`src/rtl/i2s_rx_pkg.sv`:
```
// Shared definitions for the I2S RX sample packer.
//   state_e            : packer FSM states (IDLE / PACK / FLUSH)
//   WIDTH_8..WIDTH_32  : cfg_num_bits_i codes (sample width minus one)
//   samples_per_word() : samples packed into one 32-bit word for a given config
package i2s_rx_pkg;

    typedef enum logic [1:0] {
        ST_IDLE  = 2'd0,
        ST_PACK  = 2'd1,
        ST_FLUSH = 2'd2
    } state_e;

    localparam logic [4:0] WIDTH_8  = 5'd7;
    localparam logic [4:0] WIDTH_16 = 5'd15;
    localparam logic [4:0] WIDTH_24 = 5'd23;
    localparam logic [4:0] WIDTH_32 = 5'd31;

    // Only 8- and 16-bit samples share a word; everything else goes one per word.
    function automatic logic [2:0] samples_per_word(input logic pack_en, input logic [4:0] code);
        logic [2:0] n;
        n = 3'd1;
        if (pack_en) begin
            if (code == WIDTH_8)
                n = 3'd4;
            else if (code == WIDTH_16)
                n = 3'd2;
        end
        return n;
    endfunction

endpackage

```
`src/rtl/i2s_rx_sample_packer_if.sv`:
```
// Interfaces used around the I2S RX sample packer.
//   i2s_rx_fifo_if   : packer <-> word FIFO (push/pop/wdata/rdata/full/empty)
//                      master = packer side, slave = FIFO side
//   i2s_rx_stream_if : 32-bit valid/ready stream (samples in, words out)
//                      master = producer, slave = consumer
interface i2s_rx_fifo_if;
    logic        push;
    logic        pop;
    logic [31:0] wdata;
    logic [31:0] rdata;
    logic        full;
    logic        empty;

    modport master (output push, pop, wdata, input rdata, full, empty);
    modport slave  (input push, pop, wdata, output rdata, full, empty);
endinterface


```
`src/rtl/i2s_rx_word_fifo.sv`:
```
// Packed-word FIFO between the packer and the uDMA.
//   clk, rst : clock, asynchronous active-high reset
//   fif      : i2s_rx_fifo_if.slave (push/pop/wdata in, rdata/full/empty out)
// Pointers carry one extra wrap bit so full and empty are distinguishable.
// rdata reads 0 while empty so the output bus is clean after reset.
module i2s_rx_word_fifo #(
    parameter int FIFO_DEPTH = 4
) (
    input  logic          clk,
    input  logic          rst,
    i2s_rx_fifo_if.slave  fif
);
    localparam int AW = $clog2(FIFO_DEPTH);

    logic [31:0] mem [FIFO_DEPTH];
    logic [AW:0] wr_ptr;
    logic [AW:0] rd_ptr;
    logic        do_push;
    logic        do_pop;

    assign fif.empty = (wr_ptr == rd_ptr);
    assign fif.full  = (wr_ptr[AW] != rd_ptr[AW]) && (wr_ptr[AW-1:0] == rd_ptr[AW-1:0]);
    assign fif.rdata = fif.empty ? 32'd0 : mem[rd_ptr[AW-1:0]];

    // A pop frees the slot in the same cycle, so push+pop works even when full.
    assign do_pop  = fif.pop & ~fif.empty;
    assign do_push = fif.push & (~fif.full | do_pop);

    always_ff @(posedge clk or posedge rst) begin
        if (rst) begin
            wr_ptr <= '0;
            rd_ptr <= '0;
        end else begin
            if (do_push)
                wr_ptr <= wr_ptr + {{AW{1'b0}}, 1'b1};
            if (do_pop)
                rd_ptr <= rd_ptr + {{AW{1'b0}}, 1'b1};
        end
    end

    always_ff @(posedge clk) begin
        if (do_push)
            mem[wr_ptr[AW-1:0]] <= fif.wdata;
    end

endmodule

```
`src/rtl/i2s_rx_sample_packer.sv`:
```
// I2S RX sample packer: packs right-justified DSP samples into 32-bit words
// for the uDMA, through a small word FIFO.
//   sck_i, rst_i            : clock, asynchronous active-high reset
//   data_i/valid_i/ready_o  : sample input stream
//   data_o/valid_o/ready_i  : packed word output stream (valid_o = FIFO non-empty)
//   err_o                   : one-cycle pulse (cycle after the drop) per dropped sample
//   cfg_en_i, cfg_pack_en_i, cfg_num_bits_i : enable, packing enable, width code
// Optional build macro I2S_RX_SIGN_EXT_EN: sign-extend 24-bit single-sample
// words from bit 23 instead of zero-filling bits [31:24].
module i2s_rx_sample_packer
    import i2s_rx_pkg::*;
#(
    parameter int FIFO_DEPTH = 4
) (
    input  logic        sck_i,
    input  logic        rst_i,
    input  logic [31:0] data_i,
    input  logic        valid_i,
    output logic        ready_o,
    output logic [31:0] data_o,
    output logic        valid_o,
    input  logic        ready_i,
    output logic        err_o,
    input  logic        cfg_en_i,
    input  logic        cfg_pack_en_i,
    input  logic [4:0]  cfg_num_bits_i
);
    state_e      state, state_nxt;
    logic [1:0]  slot, slot_nxt;
    logic [2:0]  n_lat, n_cur;
    logic [4:0]  code_lat, code_cur;
    logic [31:0] acc, acc_nxt;
    logic [31:0] sample_w, lane_bits, word;
    logic        accept, last;

    i2s_rx_fifo_if fif ();

    i2s_rx_word_fifo #(.FIFO_DEPTH(FIFO_DEPTH)) u_fifo (
        .clk (sck_i),
        .rst (rst_i),
        .fif (fif)
    );

    assign fif.pop = ready_i;
    assign data_o  = fif.rdata;
    assign valid_o = ~fif.empty;

    assign ready_o = cfg_en_i & ~fif.full & (state == ST_PACK);
    assign accept  = valid_i & ready_o;

    // Config is sampled live at the first slot of a word and held for the rest,
    // so a mid-word change only applies to the next word.
    assign n_cur    = (slot == 2'd0) ? samples_per_word(cfg_pack_en_i, cfg_num_bits_i) : n_lat;
    assign code_cur = (slot == 2'd0) ? cfg_num_bits_i : code_lat;
    assign last     = ({1'b0, slot} == (n_cur - 3'd1));

    always_comb begin
        // Keep only code+1 low bits of the sample.
        sample_w = data_i & (32'hFFFF_FFFF >> (5'd31 - code_cur));
`ifdef I2S_RX_SIGN_EXT_EN
        if (n_cur == 3'd1 && code_cur == WIDTH_24)
            sample_w = {{8{data_i[23]}}, data_i[23:0]};
`endif
        case (n_cur)
            3'd4:    lane_bits = {24'd0, sample_w[7:0]}  << {slot, 3'b000};
            3'd2:    lane_bits = {16'd0, sample_w[15:0]} << {slot[0], 4'b0000};
            default: lane_bits = sample_w;
        endcase
    end

    assign word = acc | lane_bits;

    always_comb begin
        state_nxt = state;
        slot_nxt  = slot;
        acc_nxt   = acc;
        fif.push  = 1'b0;
        fif.wdata = word;
        case (state)
            ST_IDLE: begin
                if (cfg_en_i)
                    state_nxt = ST_PACK;
            end
            ST_PACK: begin
                if (accept) begin
                    if (last) begin
                        fif.push = 1'b1;
                        slot_nxt = 2'd0;
                        acc_nxt  = 32'd0;
                    end else begin
                        slot_nxt = slot + 2'd1;
                        acc_nxt  = word;
                    end
                end else if (!cfg_en_i) begin
                    state_nxt = (slot == 2'd0) ? ST_IDLE : ST_FLUSH;
                end
            end
            ST_FLUSH: begin
                // Unused upper lanes of acc are still zero.
                fif.wdata = acc;
                if (!fif.full) begin
                    fif.push  = 1'b1;
                    slot_nxt  = 2'd0;
                    acc_nxt   = 32'd0;
                    state_nxt = ST_IDLE;
                end
            end
            default: state_nxt = ST_IDLE;
        endcase
    end

    always_ff @(posedge sck_i or posedge rst_i) begin
        if (rst_i) begin
            state    <= ST_IDLE;
            slot     <= 2'd0;
            acc      <= 32'd0;
            n_lat    <= 3'd1;
            code_lat <= WIDTH_32;
            err_o    <= 1'b0;
        end else begin
            state <= state_nxt;
            slot  <= slot_nxt;
            acc   <= acc_nxt;
            if (accept && slot == 2'd0) begin
                n_lat    <= n_cur;
                code_lat <= code_cur;
            end
            err_o <= valid_i & cfg_en_i & ~ready_o;
        end
    end

endmodule

```
`config.mk`:
```
export PLATFORM = sky130hd
export DESIGN_NAME = i2s_rx_sample_packer
export DESIGN_NICKNAME = d
export VERILOG_FILES = /design/src/rtl/i2s_rx_pkg.sv /design/src/rtl/i2s_rx_sample_packer_if.sv /design/src/rtl/i2s_rx_word_fifo.sv /design/src/rtl/i2s_rx_sample_packer.sv
export SDC_FILE = /design/constraint.sdc
export NUM_CORES = 1
export LEC_CHECK = 0
export CORE_MARGIN = 3
export CORE_UTILIZATION = 50
export CTS_CLUSTER_DIAMETER = 100
export DETAILED_ROUTE_END_ITERATION = 10
export GPL_ROUTABILITY_DRIVEN = 0
export PLACE_DENSITY = 0.73
export SETUP_SLACK_MARGIN = 0.15
export SLEW_MARGIN = 20
export SYNTH_ARGS = -nofsm -noshare
export SYNTH_HDL_FRONTEND = slang
export SYNTH_HIERARCHICAL = 1
export SYNTH_SLANG_ARGS = --single-unit
```
`constraint.sdc`:
```
create_clock -name sck_i -period 7 [get_ports sck_i]
set_input_delay 0.7 -clock sck_i [delete_from_list [all_inputs] [get_ports sck_i]]
set_output_delay 0.7 -clock sck_i [all_outputs]
set_load 0.02 [all_outputs]
```
==> results of run 1 <==
## worst paths after layout
check / endpoint / slack (ns) / depth (start not counted)
min in group asynchronous: u_fifo/wr_ptr[1] / 0.53 / 2
max in group asynchronous: acc[4] / 5.81 / 3
worst max register to register: u_fifo/mem[0][9] / 2.47 / 12
worst max-delay path: u_fifo/mem[0][9] / 2.47 / 12
worst min-delay path: acc[11] / 0.49 / 1
worst min register to register: acc[11] / 0.49 / 1
## flip-flops by register name, indices dropped and copies added, names as in the netlist
signal,flops
slot,2
u_fifo/rd_ptr,3
state,2
acc,32
n_lat,3
u_fifo/mem,128
code_lat,5
u_fifo/wr_ptr,3
err_o,1
## synthesized netlist by cell type (3+ instances only)
| cell | instances |
|---|---|
| buf_6 | 5 |
| ha_1 | 12 |
| dfrtp_1 | 45 |
| xnor2_1 | 8 |
| buf_2 | 8 |
| inv_1 | 24 |
| a21oi_1 | 15 |
| edfxtp_1 | 128 |
| o22a_1 | 7 |
| buf_4 | 4 |
| nor2b_1 | 33 |
| dfstp_2 | 6 |
| nand3_1 | 9 |
| a211oi_1 | 7 |
| o21ai_0 | 29 |
| and3_1 | 4 |
| mux4_2 | 32 |
| clkbuf_1 | 10 |
| o21ba_2 | 3 |
| nand2b_1 | 3 |
| mux2_2 | 7 |
| o21a_1 | 10 |
| o2bb2ai_1 | 10 |
| nor3_1 | 6 |
| a31oi_1 | 6 |
| o21bai_1 | 18 |
| nand2_1 | 30 |
| o22ai_1 | 18 |
| nor2_1 | 25 |
| mux2i_1 | 4 |
| a21o_1 | 8 |
## final cells by class
type	count	area (um^2)	area share [%]
Multi-Input combinational cell	353	2980	30.1
Inverter	25	93.8	0.947
Clock buffer	24	504	5.09
Clock inverter	8	98.8	0.998
Tap cell	216	270	2.73
Sequential cell	179	5130	51.8
Timing Repair Buffer	85	831	8.38
## per-stage QoR
step | hold WS, ns | power [mW] | cells | setup WS (ns)
2_1_floorplan | 0.442 | 2.74 | 585 | 3.22
3_3_place_gp | 0.467 | 3.31 | 858 | 2.68
3_5_place_dp | 0.469 | 3.37 | 858 | 2.55
4_1_cts | 0.486 | 4.33 | 890 | 2.51
5_1_grt | 0.505 | 4.52 | 890 | 2.17
6_report | 0.487 | 4.30 | 890 | 2.47
## power breakdown
part	total [mW]	switching (mW)	internal, mW
Combinational	1.86	1.05	0.808
Sequential	1.49	0.0933	1.39
Clock	0.951	0.375	0.576
Total	4.30	1.52	2.78
## per-layer routing
metal / vias up / wire length [um] / share of wire (%)
met5: - / 0 / 0
li1: 2411 / - / -
met4: 0 / 472 / 2.5
met3: 35 / 1450 / 7.7
met1: 2645 / 7880 / 42
met2: 251 / 9070 / 48
## cells by family (layout without fill, tap and decap cells)
group           count (synthesis)  after routing  share of synthesized area [%]
compound gates                159            159                           13.8
xor+xnor                       11             11                           1.60
flops                         179            179                           61.3
mux                            44             44                           10.2
fa+ha+maj                      12             12                           1.80
simple gates                  127            127                           8.17
buf+inv                        53            142                           3.13
## worst max-delay path: cells and delay by family (launching register included)
kind,cells,cell delay (ns)
simple gates,5,1.43
fa+ha+maj,2,1.12
buf+inv,2,0.54
flops,1,0.47
compound gates,2,0.42
xor+xnor,1,0.18
==> results.json, run 1 <==
{
  "status": "finished, final reports clean",
  "cp.required_ns": 7.08,
  "clock-skew-final_ns": 0.00829,
  "critical_path_class": "reg2reg",
  "dr.pass1.iters": 5,
  "initial_core_util_pct": 51.9,
  "cp_slowest_cell": "ha_1",
  "cap_violations": 0,
  "port_buffers": 77,
  "grt.met2_usage_pct": 34.1,
  "yosys.area.top_type": "edfxtp_1",
  "dpl-instance-area_um2": 9310,
  "setup_tns_ns": 0,
  "yosys_register_bits": 179,
  "final_util_pct": 61.5,
  "power_leakage_nw": 3.53,
  "syn_nets": 640,
  "synth_ff_type": "edfxtp_1",
  "rsz0062_at_grt": "no",
  "die_w_um": 135,
  "hp-start": "acc[11]",
  "fin_crit_sh_pct": 64.7,
  "numClockSinks": 179,
  "ant_nets": 0,
  "grt_max_degree": 46,
  "maxSlewHeadroom_pct": 36.0,
  "clk_pin_slew_ns": 0.06,
  "wl_per_cell_um": 21.2,
  "ys_seq_area_share_pct": 61.3,
  "wirelength_um": 18900,
  "ctsRootBufferMaster": "clkbuf_16",
  "hold_buffers": 0,
  "dieArea_um2": 18300,
  "cts_tree": "yes",
  "synthTopCellsByArea": "edfxtp_1 (46%), dfrtp_1 (13%), mux4_2 (8.6%)",
  "drt_iter0_drc": 566,
  "syn_area_um2": 8360,
  "crit_arrival_ns": 4.61,
  "n_fill_cell": 1202,
  "synth_top_cell_area_share_pct": 46.0,
  "cp-end-kind": "register",
  "synth_cell_types": 71,
  "design_area_um2": 9910,
  "reg2reg_from": "slot[0]",
  "core_um2": 16100,
  "cellPowerDensity_nw_per_um2": 434,
  "fmax_ghz": 0.221,
  "layout_common_cells": "edfxtp_1 (128), clkdlybuf4s50_1 (77), dfrtp_1 (44), nor2b_1 (33), mux4_2 (32)",
  "diodes": 0,
  "grt_pass1_wl_um": 30100,
  "cp_max_fo": 27,
  "crit_path_cell_trace": "inv_1, ha_1, and4_4, and3_1, nand2_1, o21a_1, ha_1, xnor2_1, nor4_1, o21a_1, and3_1, buf_4",
  "busiest_layer": "met2",
  "startpoint": "slot[0]",
  "netlist_instances": 585,
  "worstMarginPinSlew_ns": 0.950,
  "rows": 46,
  "final_common_cell": "edfxtp_1",
  "clockBufferDepth": 2,
  "postCtsResizedCells": 0,
  "grt_use_total_pct": 21.8,
  "start_kind": "register",
  "grt_pass1_vias": 5337,
  "ys_warn_count": 6,
  "die_h_um": 135,
  "grtUsageMet3_pct": 5.01,
  "setup_viol": 0,
  "grt_antenna_before_repair": 0,
  "drive_gt1_share_pct": 15.4,
  "ys_async_sr_fraction_pct": 28.5,
  "cts_buffers": 17,
  "grt-ovfl-total": 0,
  "route.detailed.drc": 0,
  "max_stage_delay_ns": 0.80,
  "clock_latency_ns": 0.43,
  "hold_class": "reg2reg",
  "via_per_inst": 6.00,
  "synth_edf_count": 128,
  "boundaryPins": 78,
  "final_nets": 716,
  "hold_viol_final": 0,
  "ir_worst_vdd_v": 0.000277,
  "place_hpwl_um": 12900,
  "synth_area_per_cell_um2": 14.3,
  "maxSlewViolCount": 0,
  "cts-htree-levels": 4,
  "period_needed_ns": 4.53,
  "post_cts_buffers": 0,
  "vias": 5342,
  "use_met1_pct": 30.3,
  "area_growth_pct": 18.5
}
Note: power is estimated with default switching activity, not from simulation.
==> run 2: changes to the inputs <==
PLACE_DENSITY = 0.76   (was 0.73)
clock period = 3.9 ns   (was 7 ns; I/O delays follow)
==> run 2 against run 1 <==
Against the previous run: maximum frequency is 29% higher; power grew 84%; clock-buffer cell count is 1 lower; register-to-register slack worse by 2.1 ns; combinational power up 84%; critical path depth increased by 2; wire length up 2.4%; final area is 2.2% higher; critical endpoint is now u_fifo/mem[3][7].
==> results.json, run 2 (synthesized netlist as in run 1, its figures left out) <==
{
  "status": "finished, final reports clean",
  "cp_max_fo": 28,
  "grt-ovfl-total": 0,
  "p_clk_share_pct": 22.7,
  "final_common_cell": "edfxtp_1",
  "cp-end-kind": "register",
  "setup_tns_ns": 0,
  "power_leakage_nw": 3.62,
  "setup_viol": 0,
  "place_hpwl_um": 13500,
  "period_needed_ns": 3.52,
  "dr.pass1.iters": 6,
  "initial_core_util_pct": 51.9,
  "area_growth_pct": 21.0,
  "cp.required_ns": 4.07,
  "grt_use_total_pct": 22.1,
  "hold_class": "in2async",
  "grt_pass1_vias": 5504,
  "port_buffers": 77,
  "dieArea_um2": 18300,
  "critical_path_class": "reg2reg",
  "drt_iter0_drc": 699,
  "cts_buffers": 17,
  "p_int_mw": 5.12,
  "pwr-share-comb_pct": 43.4,
  "diodes": 0,
  "grt_pass1_wl_um": 30500,
  "power_mw": 7.90,
  "rsz0062_at_grt": "no",
  "via_per_inst": 6.02,
  "clock_latency_ns": 0.43,
  "drive_gt1_share_pct": 17.9,
  "maxSlewHeadroom_pct": 35.8,
  "clockBufferDepth": 2,
  "grt_max_degree": 39,
  "cts-htree-levels": 4,
  "hold_viol_final": 0,
  "largest_reg_flops": 128,
  "wirelength_um": 19300,
  "vias": 5442,
  "ctsRootBufferMaster": "clkbuf_16",
  "die_h_um": 135,
  "maxSlewViolCount": 0,
  "p_sw_share_pct": 35.2,
  "ant_nets": 0,
  "clock-skew-final_ns": 0.0116,
  "core_um2": 16100,
  "clk_pin_slew_ns": 0.06,
  "route.detailed.drc": 0,
  "worstMarginPinSlew_ns": 0.963,
  "hold_slack_ns": 0.209,
  "rows": 46,
  "hold_buffers": 0,
  "power_frac_seq_pct": 33.9,
  "wl_per_cell_um": 21.4,
  "grt_antenna_before_repair": 0,
  "ir_worst_vdd_v": 0.000472,
  "fmax_ghz": 0.284,
  "die_w_um": 135,
  "numClockSinks": 179,
  "final_nets": 730,
  "crit_arrival_ns": 3.69,
  "layout_common_cells": "edfxtp_1 (128), clkdlybuf4s50_1 (77), dfrtp_1 (44), nor2b_1 (33), mux4_2 (32)",
  "cap_violations": 0,
  "fin_crit_sh_pct": 90.4,
  "p_switching_mw": 2.78,
  "cellPowerDensity_nw_per_um2": 781,
  "cts_tree": "yes",
  "start_kind": "register",
  "boundaryPins": 78
}
[run 2: path summary, 6_finish.rpt]
path	start	endpoint	slack [ns]	depth (start not counted)
max	slot[1]	u_fifo/mem[3][7]	0.38	14
min	rst_i	n_lat[1]	0.21	2
max reg2reg	slot[1]	u_fifo/mem[3][7]	0.38	14
min reg2reg	acc[2]	acc[2]	0.48	1
max in group asynchronous	rst_i	code_lat[0]	2.91	3
min in group sck_i	acc[2]	acc[2]	0.48	1
[run 2: power by group through the flow]
stage               clock network (mW)  registers (mW)  logic [mW]
detailed placement                   0            2.71        3.43
CTS                               1.82            2.67        3.45
global route                      1.90            2.71        3.69
floorplan                            0            2.65        2.27
finish                            1.79            2.68        3.43
global placement                     0            2.69        3.33
[run 2: metal layers]
layer | vias up | GRT usage, % | wire length, um
met2 | 272 | 34.8 | 9110
met4 | 0 | 7.45 | 489
li1 | 2436 | - | -
met1 | 2694 | 30.5 | 8140
met3 | 40 | 5.50 | 1590
met5 | - | 0 | 0
[run 2: worst max-delay path, stage by stage, from the launching register on]
cell        delay (ns)
dfrtp_1           0.44
inv_1             0.12
ha_1              0.21
and4_4            0.30
and3_1            0.18
nand2_1           0.07
o21a_1            0.16
ha_1              0.31
xnor2_1           0.29
nor4_1            0.11
o21a_1            0.24
and2_1            0.18
o41ai_2           0.09
clkinvlp_4        0.32
buf_12            0.24
[run 2: what timing repair did]
action / in CTS / in global routing
buffers inserted: 0 / 0
endpoints found under the setup margin: 0 / 16
gates resized for setup: 0 / 4
[run 2: area by class of cell]
| cell class | count | area (um^2) |
|---|---|---|
| clock inverters | 9 | 151 |
| inverters | 25 | 97.6 |
| flip-flops and latches | 179 | 5130 |
| multi-input cells | 353 | 2990 |
| well taps | 216 | 270 |
| fillers | 1202 | 5990 |
| clock buffers | 23 | 478 |
| repair buffers | 99 | 1010 |
[run 2: through the flow]
stage	utilization, %	area [um^2]	worst slack, ns	cells
2_1_floorplan	-	8370	0.202	585
3_3_place_gp	58.9	9490	0.233	872
3_5_place_dp	58.9	9490	0.128	872
4_1_cts	62.8	10100	0.395	904
5_1_grt	62.8	10100	0.180	904
6_report	62.8	10100	0.376	904
